### src/rtl/breath_led_pkg.sv
// ---------------------------------------------------------------------------
// breath_led_pkg
//   Shared constants for the breathing-LED PWM family (generator and meter).
//   Keeping the counter width, the stuck-line timeout and the meter FSM
//   encodings in one place lets the generator and the duty meter agree on
//   timing.
//
//   Contents:
//     CNT_W_DEF        default measurement/counter width
//     TIMEOUT_CYC_DEF  default cycles without an edge before a line is stuck
//     ST_*             2-bit meter FSM encodings
//     meter_state_e    typed FSM state built on those encodings
// ---------------------------------------------------------------------------
package breath_led_pkg;

  localparam int unsigned CNT_W_DEF       = 16;
  // 1 ms at 50 MHz
  localparam int unsigned TIMEOUT_CYC_DEF = 50000;

  localparam logic [1:0] ST_IDLE      = 2'd0;
  localparam logic [1:0] ST_WAIT_RISE = 2'd1;
  localparam logic [1:0] ST_HIGH      = 2'd2;
  localparam logic [1:0] ST_LOW       = 2'd3;

  typedef enum logic [1:0] {
    StIdle     = ST_IDLE,
    StWaitRise = ST_WAIT_RISE,
    StHigh     = ST_HIGH,
    StLow      = ST_LOW
  } meter_state_e;

endpackage

### src/rtl/pwm_in_sync.sv
// ---------------------------------------------------------------------------
// pwm_in_sync
//   Brings the asynchronous PWM line into the sys_clk domain and derives
//   single-cycle edge strobes. Two synchronizer flops are followed by one
//   delay flop; edges compare the synchronized level with its delayed copy,
//   so a pulse that is one cycle wide after synchronization still yields a
//   rise strobe followed by a fall strobe. Pin-to-edge-registered latency is
//   three cycles.
//
//   Ports:
//     sys_clk    in   system clock
//     sys_rst_n  in   asynchronous active-low reset, clears all flops
//     pwm_in     in   asynchronous PWM input
//     level      out  synchronized line level
//     rise       out  one-cycle strobe on a synchronized 0->1 transition
//     fall       out  one-cycle strobe on a synchronized 1->0 transition
// ---------------------------------------------------------------------------
module pwm_in_sync (
  input  logic sys_clk,
  input  logic sys_rst_n,
  input  logic pwm_in,
  output logic level,
  output logic rise,
  output logic fall
);

  logic meta_q;
  logic sync_q;
  logic dly_q;

  always_ff @(posedge sys_clk or negedge sys_rst_n) begin
    if (!sys_rst_n) begin
      meta_q <= 1'b0;
      sync_q <= 1'b0;
      dly_q  <= 1'b0;
    end else begin
      meta_q <= pwm_in;
      sync_q <= meta_q;
      dly_q  <= sync_q;
    end
  end

  assign level = sync_q;
  assign rise  = sync_q & ~dly_q;
  assign fall  = ~sync_q & dly_q;

endmodule

### src/rtl/pwm_duty_meter.sv
// ---------------------------------------------------------------------------
// pwm_duty_meter
//   Receive-side counterpart of the breathing-LED PWM generator. Measures the
//   high time and rise-to-rise period of an external PWM line in sys_clk
//   cycles and publishes each completed period with a one-cycle strobe.
//   A line that shows no edge for TIMEOUT_CYC cycles is flagged as stuck
//   high or stuck low; the flag clears on the next detected edge.
//
//   Parameters:
//     CNT_W        width of the accumulators and result outputs
//     TIMEOUT_CYC  cycles without an edge before a stuck flag (< 2**CNT_W)
//
//   Ports:
//     sys_clk     in   system clock (50 MHz)
//     sys_rst_n   in   asynchronous active-low reset
//     pwm_in      in   asynchronous PWM input
//     meas_en     in   measurement enable; low forces IDLE
//     high_cnt    out  high time of the last completed period (cycles)
//     period_cnt  out  rise-to-rise period of the last completed period
//     meas_valid  out  one-cycle pulse when high_cnt/period_cnt update
//     stuck_hi    out  line held high for TIMEOUT_CYC cycles (sticky)
//     stuck_lo    out  line held low for TIMEOUT_CYC cycles (sticky)
// ---------------------------------------------------------------------------
module pwm_duty_meter
  import breath_led_pkg::*;
#(
  parameter int unsigned CNT_W       = CNT_W_DEF,
  parameter int unsigned TIMEOUT_CYC = TIMEOUT_CYC_DEF
) (
  input  logic             sys_clk,
  input  logic             sys_rst_n,
  input  logic             pwm_in,
  input  logic             meas_en,
  output logic [CNT_W-1:0] high_cnt,
  output logic [CNT_W-1:0] period_cnt,
  output logic             meas_valid,
  output logic             stuck_hi,
  output logic             stuck_lo
);

  localparam logic [CNT_W-1:0] CntOne      = CNT_W'(1);
  localparam logic [CNT_W-1:0] TimeoutLast = CNT_W'(TIMEOUT_CYC - 1);

  // Counters saturate at all-ones rather than wrapping.
  function automatic logic [CNT_W-1:0] sat_inc(input logic [CNT_W-1:0] v);
    return (&v) ? v : v + CntOne;
  endfunction

  logic sync_level;
  logic sync_rise;
  logic sync_fall;
  logic any_edge;
  logic timeout;

  meter_state_e     state_q;
  logic [CNT_W-1:0] hi_acc_q;
  logic [CNT_W-1:0] per_acc_q;
  logic [CNT_W-1:0] idle_cnt_q;

  pwm_in_sync u_sync (
    .sys_clk   (sys_clk),
    .sys_rst_n (sys_rst_n),
    .pwm_in    (pwm_in),
    .level     (sync_level),
    .rise      (sync_rise),
    .fall      (sync_fall)
  );

  assign any_edge = sync_rise | sync_fall;
  // An edge arriving in the same cycle as the timeout wins.
  assign timeout  = ~any_edge & (idle_cnt_q == TimeoutLast);

  always_ff @(posedge sys_clk or negedge sys_rst_n) begin
    if (!sys_rst_n) begin
      state_q    <= StIdle;
      hi_acc_q   <= '0;
      per_acc_q  <= '0;
      idle_cnt_q <= '0;
      high_cnt   <= '0;
      period_cnt <= '0;
      meas_valid <= 1'b0;
      stuck_hi   <= 1'b0;
      stuck_lo   <= 1'b0;
    end else begin
      meas_valid <= 1'b0;

      if (!meas_en) begin
        // Disable takes priority, including over a publishing rise.
        state_q    <= StIdle;
        hi_acc_q   <= '0;
        per_acc_q  <= '0;
        idle_cnt_q <= '0;
        stuck_hi   <= 1'b0;
        stuck_lo   <= 1'b0;
      end else if (state_q == StIdle) begin
        state_q    <= StWaitRise;
        hi_acc_q   <= '0;
        per_acc_q  <= '0;
        idle_cnt_q <= '0;
        stuck_hi   <= 1'b0;
        stuck_lo   <= 1'b0;
      end else if (timeout) begin
        // Abandon the partial period; idle_cnt holds at its limit so the
        // condition persists until an edge shows up.
        if (sync_level) begin
          stuck_hi <= 1'b1;
        end else begin
          stuck_lo <= 1'b1;
        end
        hi_acc_q  <= '0;
        per_acc_q <= '0;
        state_q   <= StWaitRise;
      end else begin
        if (any_edge) begin
          idle_cnt_q <= '0;
          stuck_hi   <= 1'b0;
          stuck_lo   <= 1'b0;
        end else begin
          idle_cnt_q <= sat_inc(idle_cnt_q);
        end

        unique case (state_q)
          StWaitRise: begin
            if (sync_rise) begin
              hi_acc_q  <= CntOne;
              per_acc_q <= CntOne;
              state_q   <= StHigh;
            end
          end
          StHigh: begin
            if (sync_fall) begin
              per_acc_q <= sat_inc(per_acc_q);
              state_q   <= StLow;
            end else begin
              hi_acc_q  <= sat_inc(hi_acc_q);
              per_acc_q <= sat_inc(per_acc_q);
            end
          end
          StLow: begin
            if (sync_rise) begin
              // Publish and immediately start the next period: the rise
              // cycle counts as cycle 1 of the new high phase.
              high_cnt   <= hi_acc_q;
              period_cnt <= per_acc_q;
              meas_valid <= 1'b1;
              hi_acc_q   <= CntOne;
              per_acc_q  <= CntOne;
              state_q    <= StHigh;
            end else begin
              per_acc_q <= sat_inc(per_acc_q);
            end
          end
          default: begin
            state_q <= StIdle;
          end
        endcase
      end
    end
  end

endmodule
### config.mk
export PLATFORM = sky130hd
export DESIGN_NAME = pwm_duty_meter
export DESIGN_NICKNAME = d
export VERILOG_FILES = /design/src/rtl/breath_led_pkg.sv /design/src/rtl/pwm_in_sync.sv /design/src/rtl/pwm_duty_meter.sv
export SDC_FILE = /design/constraint.sdc
export NUM_CORES = 1
export LEC_CHECK = 0
export CAP_MARGIN = 20
export CORE_MARGIN = 2
export CORE_UTILIZATION = 31
export CTS_CLUSTER_SIZE = 16
export DETAILED_ROUTE_END_ITERATION = 8
export PLACE_DENSITY = 0.58
export SYNTH_ARGS = -nofsm -noshare
export SYNTH_HDL_FRONTEND = slang
export SYNTH_SLANG_ARGS = --single-unit
### constraint.sdc
create_clock -name sys_clk -period 5.65 [get_ports sys_clk]
set_input_delay 1.13 -clock sys_clk [delete_from_list [all_inputs] [get_ports sys_clk]]
set_output_delay 1.13 -clock sys_clk [all_outputs]
set_load 0.1 [all_outputs]
# Yosys cells after proc, flatten, opt, wreduce, memory -nomap -nowiden
# Index checks and enable logic that the tools add are counted.
word_totals:
  elab_cells: 90
  mem_count: 0
  ramBits: 0
  inputBits: 4
  romBits: 0
  latch_bits: 0
  out_inout_bits: 35
  reg_bits: 88
op_classes:
  n_lt_le_gt_ge: 0
  n_shift: 0
  eq_ne: 16
  n_reduce_logical: 12
  add_sub_neg: 3
  n_div: 0
  mux: 38
  mul: 0
  n_bitwise: 9
op_table:
  columns: ["operator", "n"]
  rows:
  - ["2-to-1 mux 16 bit", 16]
  - ["adder 16 x 1 -> 16 bit (second input constant)", 3]
  - ["one-hot mux 16 bit (3 select lines)", 1]
  - ["AND reduction 16 bit", 3]
  - ["one-hot mux 16 bit (2 select lines)", 1]
  - ["inequality test 5 bit (second input constant)", 4]
  - ["equality test 16 bit (second input constant)", 1]
  - ["2-to-1 mux 1 bit", 14]
  - ["2-to-1 mux 2 bit", 5]
  - ["inequality test 5 x 2 -> 1 bit (second input constant)", 2]
  - ["AND reduction 2 bit", 5]
  - ["inequality test 4 bit (second input constant)", 2]
  - ["inequality test 6 x 1 -> 1 bit (second input constant)", 1]
  - ["inverter 1 bit", 5]
  - ["AND reduction 5 bit", 1]
  - ["equality test 2 bit (second input constant)", 2]
  - ["inequality test 4 x 1 -> 1 bit (second input constant)", 1]
  - ["inequality test 4 x 2 -> 1 bit (second input constant)", 1]
  - ["one-hot mux 2 bit (2 select lines)", 1]
  - ["AND reduction 4 bit", 1]
  - ["AND 1 bit", 3]
  - ["inequality test 3 x 2 -> 1 bit (second input constant)", 1]
  - ["equality test 2 x 1 -> 1 bit (second input constant)", 1]
  - ["zero test 2 bit", 1]
  - ["2 further kinds", 2]

# Depth between registers and ports, before layout
# Gate-level depths: netlist of run 1.
depth:
  word_depth: 8
  mapped_depth: 10
  depth_no_buf: 7

# Cells and area by module
# Synthesis of run 1 repeated with hierarchy kept, for this count alone.
hier_totals:
  cells_unflattened: 430
  hier_area_um2: 4461.8
modules_own_cells:
  columns: ["module", "area_each_um2", "cells_each", "instances", "seq_area_each_um2"]
  rows:
  - ["pwm_duty_meter", 4371.7, 425, 1, 2127.0]
  - ["pwm_in_sync", 90.1, 5, 1, 75.1]

# Least setup slack after synthesis of run 1
# No wires, ideal clock.
synth_path:
  path_kind: "in2reg"
  from: "input meas_en"
  to: "register idle_cnt_q[11]"
  setup_time_ns: 0.078
  t_arrival_ns: 2.299
  setup_slack_ns: 3.273
  n_path_buf: 1
  t_required_ns: 5.572
  cell_stages: 6
  path_cell_list: "nand3b_1 > nor3_1 > a22o_1 > clkbuf_1 > or3_1 > a21oi_1"
synth_between:
  elab_chain_len: 2
  word_cells_on_any_way: 4
  cone_classes: "eq/ne (2); mux (1); reduce/logical (1)"
synth_rtl:
  columns: ["item", "line", "source"]
  rows:
  - ["start: declaration", "pwm_duty_meter.sv:33", "input logic meas_en,"]
  - ["inequality test 4 bit (no line) / inequality test 3 x 2 -> 1 bit (equally long branches)", null, null]
  - ["AND reduction 2 bit (no line)", null, null]
  - ["end signal: assignment", "pwm_duty_meter.sv:119", "idle_cnt_q <= sat_inc(idle_cnt_q);"]
  - ["end: declaration", "pwm_duty_meter.sv:58", "logic [CNT_W-1:0] idle_cnt_q;"]
# Several ways; a longest one is shown, not always the timed one.
# A chain may end at the register's enable or synchronous reset.

# Worst setup path in the final report of run 1
layout_path:
  from: "input meas_en"
  to: "register period_cnt[10]"
layout_between:
  elab_chain_len: 1
layout_rtl:
  columns: ["item", "line", "source"]
  rows:
  - ["AND reduction 5 bit (no line)", null, null]
  - ["end signal: assignment", "pwm_duty_meter.sv:144", "period_cnt <= per_acc_q;"]
  - ["end: declaration", "pwm_duty_meter.sv:35", "output logic [CNT_W-1:0] period_cnt,"]
# No other way between the ends.

==> impl_metrics.csv, run 1 <==
group,metric,value,unit
outcome,status,"complete, no violations",
die,die_w,125,um
critical_path,cp-start-kind,"input port",
synthesis,post-synth-top-count-cell,"dfrtp_1",
cts,cts.sinks,88,
synthesis,synth-seq-cells,88,
cells_and_area,layout-drive-gt1-share,0.126,
die,rows,44,
global_route,grt_max_degree,63,
cts,clock_tree.root_cell,"clkbuf_16",
die,ios,39,
min_path,min_from,"u_sync.meta_q",
timing,worst_pin_slew,0.981,ns
power_and_ir_drop,power_density,292,nW/um2
synthesis,synth_common_cells,"dfrtp_1, a21oi_1, mux2_4, or3_1, o21ai_0",
die,coreArea,14500,um2
run,max_cap_violations,0,
critical_path,worst_setup_path_end_kind,"flip-flop",
cts,path_clk_slew,0.06,ns
min_path,min_path_type,"flip-flop to flip-flop",
synthesis,syn-num-nets,447,
critical_path,path_max_fanout,33,
die,fp.dieArea,15700,um2
power_and_ir_drop,power_leakage,2.15,nW
die,die_h,125,um
routing,num_vias,3455,
synthesis,ys_types,57,
cts,cts_tree,"done",
cts,cts_setup_buffers,0,
synthesis,syn_inst,434,
global_route,gr-total-overflow,0,
timing,hold_viol,0,
placement,io_buffers,38,
timing,relSlewSlack,0.344,
synthesis,synth-edff-count,0,
critical_path,r2r-end,"period_cnt[10]",
critical_path,required,5.88,ns
min_path,min_to,"u_sync.level",
min_path,min_delay_path_depth,0,
routing,wire_per_inst,14.9,um
cts,cts.repair.resized,0,
timing,fin_skew,0.00729,ns
cts,clockBufferDepth,2,
placement,place_area,5050,um2
timing,drv_slew,0,
synthesis,yosys_most_used_dff,"dfrtp_1",
synthesis,async_flop_share,1.00,
placement,gp_congestion,0.824,
cts,cts_buffers,9,
power_and_ir_drop,irDropWorstVdd,0.123,mV
cells_and_area,nets,476,
critical_path,rrSetupSlack,2.58,ns
cells_and_area,syn_to_final_growth,18.1,%
synthesis,netlist_area,4570,um2
synthesis,avgSynthCellArea,10.5,um2
synthesis,ys_seq_area_frac,0.482,
cells_and_area,final_cell_area,5400,um2
synthesis,synth_top_area_frac,0.482,
global_route,grt_pass1_vias,3315,
routing,drc_errors,0,
die,start_util,0.316,
critical_path,worstReg2RegStart,"u_sync.level",
synthesis,synth_area_leaders,"dfrtp_1, mux2_4, a21oi_1, or3_1, o21ai_0",
timing,fmax,310,MHz
timing,setup_violations,0,
timing,fin_tns_setup,0,ns
cells_and_area,n_antenna_cell,0,
global_route,grt_pass1_wl,16500,um
routing,dr.pass1.iters,4,
routing,routed_via_density,5.30,
global_route,grt_usage,0.128,
timing,fin_crit_sh,0.571,
cts,hold_buffers,0,
timing,rsz0062_at_grt,"false",
synthesis,yosysWarnings,0,
routing,drt-initial-drc-count,221,
synthesis,yosys.area.top_type,"dfrtp_1",
placement,dpl.hpwl,6620,um
critical_path,r2r_cells,7,
critical_path,cp.arrival,3.45,ns
timing,fin_crit,3.22,ns
routing,drtAntennaViolNets,0,
cts,clk_latency,0.35,ns
cells_and_area,n_fill_cell,1422,
critical_path,worstSetupPathType,"input port to flip-flop",
cts,cts_htree_levels,3,
global_route,antenna_found_initial,0,
routing,routed_wl,9750,um
[how the worst max path moves through the flow]
stage                                 to  cells past startpoint    start
after floorplan           idle_cnt_q[11]                      6  meas_en
after global placement    period_cnt[10]                      5  meas_en
after detailed placement  period_cnt[10]                      5  meas_en
after CTS                 period_cnt[10]                      5  meas_en
after global routing       idle_cnt_q[7]                      6  meas_en
final                     period_cnt[10]                      5  meas_en
[per-layer routing]
layer,wire length [um],global-route usage,part of all wire,vias to the layer above
met5,0,0,0,-
met4,177,0.0490,0.018,0
met3,411,0.0265,0.042,12
met2,4390,0.198,0.45,74
met1,4770,0.177,0.49,1677
li1,-,-,-,1692
[logic make-up (layout without fill, tap and decap cells)]
family / after synthesis / in the layout / share of synthesized area
xor gates and xnor gates: 3 / 3 / 0.00575
DFF: 88 / 88 / 0.482
buffers and inverters: 31 / 65 / 0.0364
adders and majority gates: 9 / 9 / 0.0246
and+or+nand+nor: 156 / 156 / 0.190
muxes: 33 / 33 / 0.105
AOI/OAI and AO/OA: 114 / 114 / 0.157
[area by class of cell]
| class | instances | area, um2 | area share |
|---|---|---|---|
| sequential | 88 | 2200 | 0.408 |
| clock buffer | 11 | 253 | 0.0468 |
| timing repair buffer | 40 | 397 | 0.0735 |
| inverter | 9 | 33.8 | 0.00626 |
| tap | 184 | 230 | 0.0427 |
| clock inverter | 5 | 78.8 | 0.0146 |
| multi-input combinational | 315 | 2200 | 0.408 |
[flip-flops by register name, indices dropped and copies added, names as in the netlist]
| signal | cells |
|---|---|
| u_sync.level | 1 |
| hi_acc_q | 16 |
| meas_valid | 1 |
| state_q | 2 |
| stuck_lo | 1 |
| u_sync.dly_q | 1 |
| period_cnt | 16 |
| u_sync.meta_q | 1 |
| idle_cnt_q | 16 |
| per_acc_q | 16 |
| high_cnt | 16 |
| stuck_hi | 1 |
[worst max-delay path: stages]
cell	delay, ns
clkdlybuf4s50_1	0.55
nand2b_1	0.15
a21oi_2	0.49
and3_4	0.71
mux2_2	0.40
[metrics by stage]
step | power (W) | setup slack (ns) | util | hold slack (ns) | instances
floorplan | 0.000859 | 3.27 | - | 0.331 | 434
global placement | 0.000925 | 2.11 | 0.349 | 0.334 | 635
detailed placement | 0.000931 | 2.03 | 0.349 | 0.335 | 635
CTS | 0.00159 | 2.40 | 0.372 | 0.348 | 651
global route | 0.00165 | 2.07 | 0.373 | 0.375 | 652
finish | 0.00157 | 2.43 | 0.373 | 0.347 | 652
[placed cells by master (no fill, tap or decap), drive strengths merged, types with 3 or more instances in the layout]
cell,instances
a21oi,39
o2111ai,4
nand2,27
or3,29
and4,5
nor2,24
and3,9
ha,9
clkinv,3
o311ai,3
o21ai,29
clkdlybuf4s50,37
a31oi,7
o211ai,4
inv,9
nor3,7
clkbuf,11
or4,7
mux2,32
o31ai,6
buf,3
nand3,16
dfrtp,88
and2,5
nor2b,4
nand4,15
a21o,4
[power by group]
| group | switching, W | internal, W | total, W |
|---|---|---|---|
| Combinational | 0.000179 | 0.0000752 | 0.000254 |
| Clock | 0.000243 | 0.000410 | 0.000654 |
| Sequential | 0.0000225 | 0.000644 | 0.000667 |
| Total | 0.000444 | 0.00113 | 0.00157 |
No activity file was read; power rests on OpenSTA's default activity.
==> inputs of run 2 (changes only) <==
==> constraint.sdc (replaced) <==
create_clock -name sys_clk -period 3 [get_ports sys_clk]
set_input_delay 0.6 -clock sys_clk [delete_from_list [all_inputs] [get_ports sys_clk]]
set_output_delay 0.6 -clock sys_clk [all_outputs]
set_load 0.1 [all_outputs]
==> impl_metrics.csv, run 2 (synthesized netlist as in run 1, its figures left out) <==
group,metric,value,unit
placement,io_buffers,38,
cells_and_area,fin_cells,658,
timing,hold_viol,0,
cells_and_area,multi_input_area,2200,um2
cells_and_area,ff_latch_area,2200,um2
routing,drt-initial-drc-count,267,
cts,cts_tree,"done",
cells_and_area,nets,482,
die,rows,44,
critical_path,required,3.27,ns
routing,wire_per_inst,15.0,um
placement,place_area,5040,um2
critical_path,path_buf_inv,2,
cells_and_area,n_fill_cell,1431,
cts,cts_setup_buffers,0,
cells_and_area,final_common_cell,"dfrtp_1",
timing,drv_slew,0,
power_and_ir_drop,pwr-share-comb,0.178,
cts,path_clk_slew,0.06,ns
critical_path,critPathMaxStageDelay,0.52,ns
cells_and_area,final_cell_area,5320,um2
power_and_ir_drop,power_leakage,2.23,nW
cts,clock_tree.root_cell,"clkbuf_16",
die,die_w,125,um
critical_path,critPathTopFamily,"simple AND/OR/NAND/NOR gates",
critical_path,cp.arrival,2.77,ns
power_and_ir_drop,pwr-share-clk,0.375,
critical_path,worstSetupPathType,"flip-flop to flip-flop",
outcome,status,"complete, no violations",
critical_path,worst_setup_path_end_kind,"flip-flop",
routing,routed_via_density,5.38,
power_and_ir_drop,p_sw,0.000848,W
timing,worst_pin_slew,0.679,ns
die,die_h,125,um
cts,clk_latency,0.34,ns
timing,fin_tns_setup,0,ns
timing,fin_crit_sh,0.833,
global_route,grt_pass1_wl,16800,um
timing,rsz0062_at_grt,"false",
die,fp.dieArea,15700,um2
cells_and_area,layout-drive-gt1-share,0.207,
timing,fin_skew,0.00724,ns
cts,hold_buffers,0,
timing,fin_crit,2.50,ns
cts,cts.sinks,88,
routing,dr.pass1.iters,4,
cells_and_area,syn_to_final_growth,16.4,%
timing,fmax,400,MHz
critical_path,cp_slowest_cell,"or4_1",
power_and_ir_drop,power_density,528,nW/um2
routing,drc_errors,0,
critical_path,cp-start-kind,"flip-flop",
timing,relSlewSlack,0.548,
power_and_ir_drop,p_int,0.00196,W
die,ios,39,
global_route,gr-total-overflow,0,
cts,cts_buffers,9,
cells_and_area,layout_common_cells,"dfrtp_1, buf_4, a21oi_1",
power_and_ir_drop,seq_power_share,0.447,
timing,setup_violations,0,
routing,drtAntennaViolNets,0,
cts,cts.repair.resized,0,
cts,cts_htree_levels,3,
placement,dpl.hpwl,6790,um
die,coreArea,14500,um2
global_route,grt_pass1_vias,3398,
power_and_ir_drop,p_sw_frac,0.302,
routing,routed_wl,9900,um
min_path,min_path_type,"input port to async pin",
run,max_cap_violations,0,
placement,gp_congestion,0.843,
critical_path,path_max_fanout,24,
power_and_ir_drop,irDropWorstVdd,0.223,mV
die,start_util,0.316,
global_route,antenna_found_initial,0,
global_route,grt_max_degree,53,
global_route,grt_usage,0.130,
routing,num_vias,3542,
cells_and_area,n_antenna_cell,0,
critical_path,path_cells,"inv_1, ha_1, nor4b_2, and4_1, a211oi_2, buf_4, or4_1, a21oi_1",
placement,placed_cells,642,
cts,clockBufferDepth,2,
run 2: power by group through the flow:
stage          clock (W)  combinational (W)  sequential (W)
3_5_place_dp           0           0.000502         0.00128
2_1_floorplan          0           0.000331         0.00129
3_3_place_gp           0           0.000495         0.00127
4_1_cts          0.00109           0.000505         0.00125
5_1_grt          0.00114           0.000558         0.00126
6_report         0.00105           0.000499         0.00125
run 2: layer usage:
metal	part of all wire	track usage	up-vias
met3	0.031	0.0261	10
met5	0	0	-
met1	0.49	0.177	1762
li1	-	-	1697
met4	0.017	0.0641	0
met2	0.46	0.197	73
run 2: stage by stage:
stage          power [W]  hold slack [ns]   util  worst slack (ns)
4_1_cts          0.00285            0.324  0.368             0.484
5_1_grt          0.00296            0.355  0.368             0.299
6_report         0.00281            0.297  0.368             0.500
2_1_floorplan    0.00162            0.304      -             0.719
3_5_place_dp     0.00178            0.336  0.348             0.272
3_3_place_gp     0.00177            0.334  0.348             0.389
run 2: final timing paths:
kind / endpoint / startpoint / depth (start not counted) / slack (ns)
worst max register to register: per_acc_q[3] / u_sync.level / 8 / 0.50
worst min register to register: u_sync.level / u_sync.meta_q / 0 / 0.35
max in group asynchronous: idle_cnt_q[6] / sys_rst_n / 2 / 2.06
worst max-delay path: per_acc_q[3] / u_sync.level / 8 / 0.50
worst min-delay path: high_cnt[7] / sys_rst_n / 1 / 0.30
min in group sys_clk: u_sync.level / u_sync.meta_q / 0 / 0.35
run 2: worst register-to-register path: stages (launching register included):
cell and delay, ns:
dfrtp_1 0.40, inv_1 0.07, ha_1 0.33, nor4b_2 0.19
and4_1 0.42, a211oi_2 0.12, buf_4 0.22, or4_1 0.53
a21oi_1 0.16
run 2: cell type report:
type | count | share of cell area
tap | 184 | 0.0433
timing repair buffer | 46 | 0.0705
inverter | 9 | 0.00635
clock buffer | 12 | 0.0463
sequential | 88 | 0.414
clock inverter | 4 | 0.00564
multi-input combinational | 315 | 0.414
==> inputs of run 3 (changes only) <==
--- a/config.mk
+++ b/config.mk
@@ -10,7 +10,7 @@
 export CORE_UTILIZATION = 31
 export CTS_CLUSTER_SIZE = 16
 export DETAILED_ROUTE_END_ITERATION = 8
-export PLACE_DENSITY = 0.58
+export PLACE_DENSITY = 0.6
 export SYNTH_ARGS = -nofsm -noshare
 export SYNTH_HDL_FRONTEND = slang
 export SYNTH_SLANG_ARGS = --single-unit
==> constraint.sdc (replaced) <==
create_clock -name sys_clk -period 2.1 [get_ports sys_clk]
set_input_delay 0.42 -clock sys_clk [delete_from_list [all_inputs] [get_ports sys_clk]]
set_output_delay 0.42 -clock sys_clk [all_outputs]
set_load 0.1 [all_outputs]
==> impl_metrics.csv, run 3 (synthesized netlist as in run 1, its figures left out) <==
group,metric,value,unit
critical_path,critPathMaxStageDelay,0.39,ns
critical_path,worstSetupPathType,"flip-flop to flip-flop",
die,start_util,0.316,
placement,dpl.hpwl,7320,um
routing,drt-initial-drc-count,227,
routing,routed_via_density,5.36,
cells_and_area,fin_cells,732,
critical_path,cp_slowest_cell,"dfrtp_1",
timing,relSlewSlack,0.638,
global_route,grt_max_degree,89,
global_route,grt_usage,0.146,
die,die_h,125,um
timing,setup_violations,39,
cts,clock_tree.root_cell,"clkbuf_16",
cts,clockBufferDepth,2,
die,ios,39,
placement,io_buffers,38,
timing,drv_slew,0,
placement,placed_cells,695,
timing,fin_crit,2.17,ns
cells_and_area,layout-drive-gt1-share,0.412,
placement,gp_congestion,0.810,
cells_and_area,syn_to_final_growth,38.0,%
routing,dr.pass1.iters,4,
run,max_cap_violations,0,
cells_and_area,n_fill_cell,1345,
critical_path,cp.arrival,2.44,ns
cells_and_area,nets,556,
power_and_ir_drop,pwr-share-comb,0.244,
critical_path,required,2.37,ns
timing,fin_skew,0.00777,ns
power_and_ir_drop,p_int,0.00320,W
power_and_ir_drop,irDropWorstVdd,0.444,mV
global_route,gr-total-overflow,0,
placement,place_area,5480,um2
critical_path,critPathMostFrequentCell,"buf_6",
cts,hold_buffers,0,
timing,fmax,461,MHz
timing,finalWorstSetupSlack,-0.0704,ns
cts,path_clk_slew,0.06,ns
die,die_w,125,um
cells_and_area,final_cell_area,6310,um2
global_route,antenna_found_initial,0,
cts,cts_buffers,9,
cells_and_area,layout_common_cells,"buf_4, dfrtp_1, mux2_4",
cells_and_area,multi_input_area,2480,um2
power_and_ir_drop,power_density,719,nW/um2
outcome,status,"complete, but fails checks",
timing,worst_pin_slew,0.542,ns
cts,cts.sinks,88,
outcome,violations,"setup timing",
cells_and_area,final_common_cell,"buf_4",
timing,rsz0062_at_grt,"true",
power_and_ir_drop,seq_power_share,0.391,
global_route,grt_pass1_vias,3778,
cts,cts_tree,"done",
cells_and_area,n_antenna_cell,0,
routing,wire_per_inst,15.9,um
cells_and_area,ff_latch_area,2200,um2
routing,drtAntennaViolNets,0,
power_and_ir_drop,p_sw,0.00134,W
timing,hold_viol,0,
global_route,grt_pass1_wl,19000,um
critical_path,cp-start-kind,"flip-flop",
power_and_ir_drop,pwr-share-clk,0.365,
cts,clk_latency,0.35,ns
power_and_ir_drop,power_leakage,2.70,nW
die,coreArea,14500,um2
routing,num_vias,3924,
timing,fin_crit_sh,1.03,
routing,drc_errors,0,
routing,routed_wl,11600,um
die,fp.dieArea,15700,um2
min_path,min_path_type,"input port to async pin",
critical_path,path_max_fanout,5,
die,rows,44,
power_and_ir_drop,p_sw_frac,0.295,
critical_path,worst_setup_path_end_kind,"flip-flop",
critical_path,path_cells,"ha_1, and3_4, and4_4, buf_12, buf_6, a22o_4, buf_6, or4_1, a21oi_1",
cts,cts_htree_levels,3,
-- run 3: cell type report --
cell class                 instances  share of cell area
sequential                        88               0.349
multi-input combinational        315               0.393
clock buffer                      11              0.0400
clock inverter                     5             0.00872
inverter                           9             0.00535
timing repair buffer             120               0.167
tap                              184              0.0365
-- run 3: power by group through the flow --
stage	registers, W	logic [W]	clock network [W]
6_report	0.00177	0.00111	0.00166
5_1_grt	0.00178	0.00119	0.00178
4_1_cts	0.00177	0.000997	0.00170
3_5_place_dp	0.00180	0.000966	0
3_3_place_gp	0.00180	0.000944	0
2_1_floorplan	0.00184	0.000478	0
-- run 3: critical path: cells and delay by family (launching register included) --
family | cells | cell delay, ns
AND/OR/NAND/NOR | 3 | 0.77
flip-flops | 1 | 0.39
buffers and inverters | 3 | 0.36
AO/OA/AOI/OAI | 2 | 0.36
adder cells (fa/ha/maj) | 1 | 0.22
-- run 3: path summary, 6_finish.rpt --
check / depth (start not counted) / to / slack (ns) / start
max: 9 / idle_cnt_q[8] / -0.07 / idle_cnt_q[0]
max in group asynchronous: 2 / state_q[0] / 1.62 / sys_rst_n
min: 2 / high_cnt[8] / 0.11 / sys_rst_n
min reg2reg: 0 / u_sync.level / 0.35 / u_sync.meta_q
min in group sys_clk: 0 / u_sync.level / 0.35 / u_sync.meta_q
max reg2reg: 9 / idle_cnt_q[8] / -0.07 / idle_cnt_q[0]
-- run 3: stage by stage --
stage / hold slack (ns) / total power (W) / worst slack (ns) / utilization / TNS (ns)
2_1_floorplan: 0.124 / 0.00232 / -0.0704 / - / -2.00
3_3_place_gp: 0.341 / 0.00274 / -0.238 / 0.378 / -2.75
3_5_place_dp: 0.350 / 0.00277 / -0.272 / 0.378 / -4.12
4_1_cts: 0.135 / 0.00446 / -0.0754 / 0.415 / -1.85
5_1_grt: 0.146 / 0.00475 / -0.141 / 0.436 / -5.65
6_report: 0.112 / 0.00453 / -0.0704 / 0.436 / -1.58
-- run 3: what timing repair did --
item / 4_1_cts / 5_1_grt
buffers inserted: 12 / 4
pin swaps: 32 / 19
setup endpoints to repair: 50 / 75
cloned: 4 / 2
hold endpoints to repair: 0 / 0
gates resized for setup: 19 / 57
-- run 3: routing by layer --
metal / global-route usage / vias up / wire (um)
met4: 0.0503 / 0 / 213
met1: 0.200 / 1971 / 5360
met3: 0.0351 / 14 / 469
met2: 0.228 / 85 / 5590
li1: - / 1854 / -
met5: 0 / - / 0
